File: src/rtl/conversor_binario_bcd_seq.sv
// ============================================================================
//  Module      : conversor_binario_bcd_seq
//  Description : Sequential binary-to-BCD converter (shift-and-add-3, one bit
//                per clock) with start/busy/done handshake and range flag.
//                Optional build macro BCD_SATURATE_EN forces bcd_out to all-9s
//                whenever overflow is set.
//  Revision    : 1.0 - initial release
// ============================================================================
`default_nettype none

module conversor_binario_bcd_seq #(
    parameter int BIN_W  = 7,
    parameter int DIGITS = 2
) (
    input  logic                  clock,
    input  logic                  reset,
    input  logic                  start,
    input  logic [BIN_W-1:0]      bin_in,
    output logic                  busy,
    output logic                  done,
    output logic [4*DIGITS-1:0]   bcd_out,
    output logic                  overflow
);

    localparam int FULL_D = (BIN_W + 3) / 3;
    localparam int SCR_W  = 4 * FULL_D;
    localparam int CNT_W  = $clog2(BIN_W);

    typedef enum logic [1:0] {
        IDLE  = 2'd0,
        SHIFT = 2'd1,
        DONE  = 2'd2
    } state_t;

    state_t              r_state;
    state_t              w_next;
    logic                w_accept;
    logic                w_last;
    logic [BIN_W-1:0]    r_shreg;
    logic [SCR_W-1:0]    r_scratch;
    logic [SCR_W-1:0]    w_adj;
    logic [SCR_W-1:0]    w_scr_next;
    logic [CNT_W-1:0]    r_cnt;
    logic                w_ovf;
    logic [4*DIGITS-1:0] w_bcd;
    logic                w_unused_msb;

    // Add-3 correction on every digit in parallel, evaluated on the pre-shift value
    genvar gi;
    generate
        for (gi = 0; gi < FULL_D; gi++) begin : g_digit
            assign w_adj[4*gi +: 4] = (r_scratch[4*gi +: 4] >= 4'd5) ?
                                      (r_scratch[4*gi +: 4] + 4'd3) :
                                      r_scratch[4*gi +: 4];
        end
    endgenerate

    // FULL_D is sized so the top adjusted bit never carries a value out
    assign w_scr_next   = {w_adj[SCR_W-2:0], r_shreg[BIN_W-1]};
    assign w_unused_msb = w_adj[SCR_W-1];

    generate
        if (DIGITS < FULL_D) begin : g_ovf
            assign w_ovf = |w_scr_next[SCR_W-1:4*DIGITS];
        end else begin : g_no_ovf
            assign w_ovf = 1'b0;
        end
    endgenerate

`ifdef BCD_SATURATE_EN
    assign w_bcd = w_ovf ? {DIGITS{4'h9}} : w_scr_next[4*DIGITS-1:0];
`else
    assign w_bcd = w_scr_next[4*DIGITS-1:0];
`endif

    assign w_last = (r_state == SHIFT) && (r_cnt == '0);

    always_ff @(posedge clock or posedge reset) begin
        if (reset) begin
            r_state <= IDLE;
        end else begin
            r_state <= w_next;
        end
    end

    always_comb begin
        w_next   = r_state;
        w_accept = 1'b0;
        busy     = 1'b0;
        done     = 1'b0;
        case (r_state)
            IDLE, DONE: begin
                done = (r_state == DONE);
                if (start) begin
                    w_next   = SHIFT;
                    w_accept = 1'b1;
                end else begin
                    w_next = IDLE;
                end
            end
            SHIFT: begin
                busy = 1'b1;
                if (r_cnt == '0) begin
                    w_next = DONE;
                end
            end
            default: w_next = IDLE;
        endcase
    end

    always_ff @(posedge clock or posedge reset) begin
        if (reset) begin
            r_shreg   <= '0;
            r_scratch <= '0;
            r_cnt     <= '0;
            bcd_out   <= '0;
            overflow  <= 1'b0;
        end else begin
            if (w_accept) begin
                r_shreg   <= bin_in;
                r_scratch <= '0;
                r_cnt     <= CNT_W'(BIN_W - 1);
            end else if (r_state == SHIFT) begin
                r_scratch <= w_scr_next;
                r_shreg   <= r_shreg << 1;
                if (!w_last) begin
                    r_cnt <= r_cnt - CNT_W'(1);
                end
            end
            // Outputs move only on the edge that enters DONE
            if (w_last) begin
                bcd_out  <= w_bcd;
                overflow <= w_ovf;
            end
        end
    end

endmodule

`default_nettype wire

File: config.mk
export PLATFORM = sky130hd
export DESIGN_NAME = conversor_binario_bcd_seq
export DESIGN_NICKNAME = d
export VERILOG_FILES = /design/src/rtl/conversor_binario_bcd_seq.sv
export SDC_FILE = /design/constraint.sdc
export NUM_CORES = 1
export LEC_CHECK = 0
export CORE_MARGIN = 2
export CORE_UTILIZATION = 50
export CTS_CLUSTER_SIZE = 25
export DETAILED_ROUTE_END_ITERATION = 10
export HOLD_SLACK_MARGIN = 0.15
export PLACE_DENSITY = 0.73
export SLEW_MARGIN = 10
export SYNTH_ARGS = -nofsm -noshare
export SYNTH_HDL_FRONTEND = slang
export SYNTH_SLANG_ARGS = --single-unit
File: constraint.sdc
create_clock -name clock -period 1.65 [get_ports clock]
set_input_delay 0.165 -clock clock [delete_from_list [all_inputs] [get_ports clock]]
set_output_delay 0.165 -clock clock [all_outputs]
set_load 0.01 [all_outputs]
; ---- After elaboration in Yosys (flattened, before gate mapping)
; Cells that the tools add are included.
[word_totals]
word_cells = 41
register_bits = 33
input_bits = 10
out_inout_bits = 11
[op_classes]
muxes = 17
add_sub_neg = 4
n_lt_le_gt_ge = 3
reduce_logical = 7
eq_ne = 4
[op_table]
columns = cell, n
row1 = two-way mux 12 bit, 2
row2 = two-way mux 7 bit, 2
row3 = "greater-or-equal comparator 4 x 3 -> 1 bit, second input constant", 3
row4 = two-way mux 3 bit, 4
row5 = "adder 4 x 2 -> 4 bit, second input constant", 2
row6 = two-way mux 4 bit, 2
row7 = two-way mux 1 bit, 5
row8 = case mux 2 bit (2 select lines), 1
row9 = OR reduction 4 bit, 1
row10 = "adder 3 x 2 -> 3 bit, second input constant", 1
row11 = zero test 3 bit, 1
row12 = "subtractor 3 x 1 -> 3 bit, second input constant", 1
row13 = "equality test 2 x 1 -> 1 bit, second input constant", 1
row14 = "equality test 2 bit, second input constant", 1
row15 = zero test 2 bit, 1
row16 = two-way mux 2 bit, 1
row17 = "inequality test 2 x 1 -> 1 bit, second input constant", 1
row18 = "inequality test 2 bit, second input constant", 1
row19 = AND reduction 2 bit, 1
row20 = nonzero test 2 bit, 1
row21 = OR reduction 2 bit, 1
row22 = logical AND 1 bit, 1

; ---- Logic depth before layout (Yosys ltp)
[logic_depth]
ltp_word = 5
depth_mapped = 7

; ---- Worst setup path after synthesis
; No wires, ideal clock.
[synth_timing]
path_kind = reg-to-reg
startpoint = register r_scratch[8]
endpoint = register overflow
path_slack_ns = 0.189
stages_incl_launch_ff = 6
arrival_time_ns = 1.335
path_buffers = 0
path_cell_list = dfrtp_1 -> ha_1 -> nand2b_1 -> a21oi_2 -> mux2i_1 -> o32a_1
[synth_via]
elab_chain_cells = 3
elab_cells_between_ends = 4
classes_between = add/sub: 1 / order compare: 1 / mux: 1 / reduce/logical: 1
[synth_lines]
columns = item, line_no
row1 = start: declaration, 40  ; logic [SCR_W-1:0] r_scratch;
row2 = start signal: assignment, 124  ; r_scratch <= w_scr_next;
row3 = greater-or-equal comparator 4 x 3 -> 1 bit or adder 3 x 2 -> 3 bit (tied branches), "52, 53"
row4 = two-way mux 3 bit *, 52  ; assign w_adj[4*gi +: 4] = (r_scratch[4*gi +: 4] >= 4'd5) ?
row5 = OR reduction 4 bit *, 64  ; assign w_ovf = |w_scr_next[SCR_W-1:4*DIGITS];
row6 = end signal: assignment, 133  ; overflow <= w_ovf;
row7 = end: declaration, 22  ; output logic overflow
; Every way passes the cells marked *; elsewhere a longest branch is shown, timed or not.
; A chain may end at the register's enable or synchronous reset.

; ---- Worst setup path after layout
; Ends and elaborated chain as after synthesis.

==> results.txt <==
IO Port Bufs - 20
Drt total wl - 2.91 mm
Setup slack after layout - 0.0906 ns
Psw - 1530 uW
Post-Syn Nets - 164
Hold slack - 0.201 ns
Core area - 3050 um^2
Skew final - 0.0136 ns
Leak - 0.000923 uW
# diodes - 0
Net Sw Frac - 38.9%
Total Nets Final - 193
Worst EP arrival - 1.77 ns
Most frequent cells in the layout - dfrtp_1, nand2_1, clkdlybuf4s50_1
Vias in the first global route - 1119
Cts hold-fix bufs - 0
Clock buffer depth - 2
Internal power - 2390 uW
Die area - 3670 um^2
Global route overflow - 0
Clock share of power - 13.1%
Clk sinks - 33
Ys Warns - 0
Clock Latency Late Sink - 0.34 ns
Antenna Nets Post-Route - 0
RSZ-0062 raised after global routing - no
Element type at the critical path end - flop
CP Max Fanout - 4
MaxCap Viol Count - 0
CTS clk-pin slew, worst paths - 0.11 ns
Register area share after synthesis - 51.6%
Endpoints failing hold - 0
Reg2Reg Capture Point - overflow$_DFFE_PP0P_
Final period utilization - 94.5%
I/O pin count - 21
GP Congestion - 0.711
Vias per inst - 5.17
FILL cells - 267
Synth Area per Inst - 11.0 um^2
Worst setup SP type - flop
Max-slew violation count - 0
Initial drt markers - 34
Non-Filler Instances - 220
Status - complete, no violations
Initial core utilization - 52.5%
Setup CP Type - flop to flop
Hpwl dp - 2.10 mm
Slew Limit Headroom - 72.3%
Worst Max-Slew Pin Slew - 0.415 ns
Reg2Reg Setup Slack - 0.09 ns
Initial antenna violation count - 0
Gate power share - 50.0%
Req. time, crit path - 1.87 ns
Detailed-route via count - 1137
Die span in x - 60.6 um
CTS Root Cell - clkbuf_4
Distinct cell type count after synthesis - 34
Hold Path Class - input pin to async pin
FF-to-FF Start - r_scratch[8]$_DFFE_PP0P_
WL per Instance - 13.2 um
Die height - 60.6 um
Syn Inst Count - 146
First-pass GRT wire length - 5.11 mm
Worst r2r path cells - 5
Largest net degree at the start of global routing - 34
H-tree levels - 2
Final core occ - 64.4%
Period minus WS final - 1.56 ns
CTS tree - built
Dpl cells - 211
Mapped Area - 1600 um^2
Initial DRT Pass Iterations - 6
Peak supply drop - 1.00 mV
Sequential share of power - 36.9%
# rows - 20
Tot GR Track Use - 19.3%
Commonest non-fill, non-tap cell in the layout - dfrtp_1
Max Clock Freq - 641 MHz
Seq cells post-synth - 33
Cts bufs inserted - 5
Power density cells - 1990 nW/um^2
Setup violations, final - 0
Placement Setup Slack - 0.0996 ns
Setup TNS - 0 ns
Syn-to-layout area delta - 22.8%
Post-route DRC - 0
Layout cells sized above 1 - 17.6%
sequential cells by signal, summed over array words and instances (netlist names):
name       flops
r_state        2
r_cnt          3
bcd_out        8
r_shreg        7
overflow       1
r_scratch     12
metal layers:
layer / GRT usage (%) / vias to the layer above / wire, um
met1: 24.3 / 543 / 1330
met4: 11.2 / 0 / 39
met2: 30.9 / 24 / 1410
met3: 4.05 / 4 / 128
li1: - / 566 / -
met5: 0 / - / 0
Yosys cell counts:
cell type	n	area share, %
nand3_1	1	0.31
nor3b_1	2	0.94
a21oi_1	6	1.9
nor2_1	4	0.94
a22oi_1	6	2.8
a21o_1	2	0.94
o21ai_0	8	2.5
dfrtp_1	33	52
o21ai_2	1	0.55
nand2b_4	1	0.86
nor3_1	2	0.63
ha_1	8	6.3
mux2_1	1	0.70
nand2_1	18	4.2
xnor2_1	3	1.6
a22o_1	8	4.4
buf_2	2	0.63
a211o_1	1	0.55
mux2i_1	3	1.9
nor2b_1	2	0.78
and2_1	1	0.39
inv_1	9	2.1
nor2_4	2	1.4
buf_4	3	1.4
nand2b_1	5	2.0
a31oi_1	1	0.39
mux2_2	4	2.8
a21oi_2	3	1.6
or3b_1	1	0.55
o32a_1	1	0.63
a22o_2	1	0.63
nand4_1	1	0.39
or3b_2	1	0.55
inv_2	1	0.23
how the worst max path moves through the flow:
stage                             start  slack [ns]  depth (start not counted)                   end
3_3_place_gp   r_scratch[8]$_DFFE_PP0P_        0.11                          5  overflow$_DFFE_PP0P_
5_1_grt        r_scratch[8]$_DFFE_PP0P_       0.002                          5  overflow$_DFFE_PP0P_
4_1_cts          r_state[0]$_DFFE_PP0P_        0.03                          2                  done
2_1_floorplan  r_scratch[8]$_DFFE_PP0P_        0.19                          5  overflow$_DFFE_PP0P_
6_report       r_scratch[8]$_DFFE_PP0P_        0.09                          5  overflow$_DFFE_PP0P_
3_5_place_dp   r_scratch[4]$_DFFE_PP0P_         0.1                          6  overflow$_DFFE_PP0P_
kinds of logic after synthesis:
group	share of synthesized area, %
AND/OR/NAND/NOR	13.9
multiplexers	5.39
flip-flops	51.6
AO/OA/AOI/OAI	16.9
adder cells (fa/ha/maj)	6.25
XOR/XNOR	1.64
buffers and inverters	4.37
critical path, cell delays in order (launching register included):
cell and delay, ns:
dfrtp_1 0.44, ha_1 0.21, nand2b_1 0.15, a21oi_2 0.19, mux2i_1 0.12, o32a_1 0.35
metrics by stage:
step / total power, uW / instance area, um^2
floorplan: 2790 / 1600
detailed placement: 3390 / 1870
CTS: 3910 / 1940
global placement: 3320 / 1870
global route: 4250 / 1970
finish: 3920 / 1970
repair_timing:
action,in CTS,in global routing
endpoints found under the setup margin,1,6
pin swaps,0,1
buffers inserted,0,1
gates resized for setup,2,5
power by group through the flow:
stage	logic (uW)	registers (uW)	clock network, uW
final	1960	1450	515
after global routing	2200	1490	560
after CTS	1930	1450	527
after detailed placement	1930	1470	0
after global placement	1870	1440	0
after floorplan	1330	1460	0
layout make-up:
class	instances	area [um^2]	area share [%]
inverter	10	40.0	2.04
tap	44	55.1	2.80
multi-input combinational	98	718	36.5
timing repair buffer	27	258	13.1
clock buffer	7	65.1	3.31
sequential	33	826	42.0
clock inverter	1	5.00	0.254
Power figures use the tool's default switching activity.
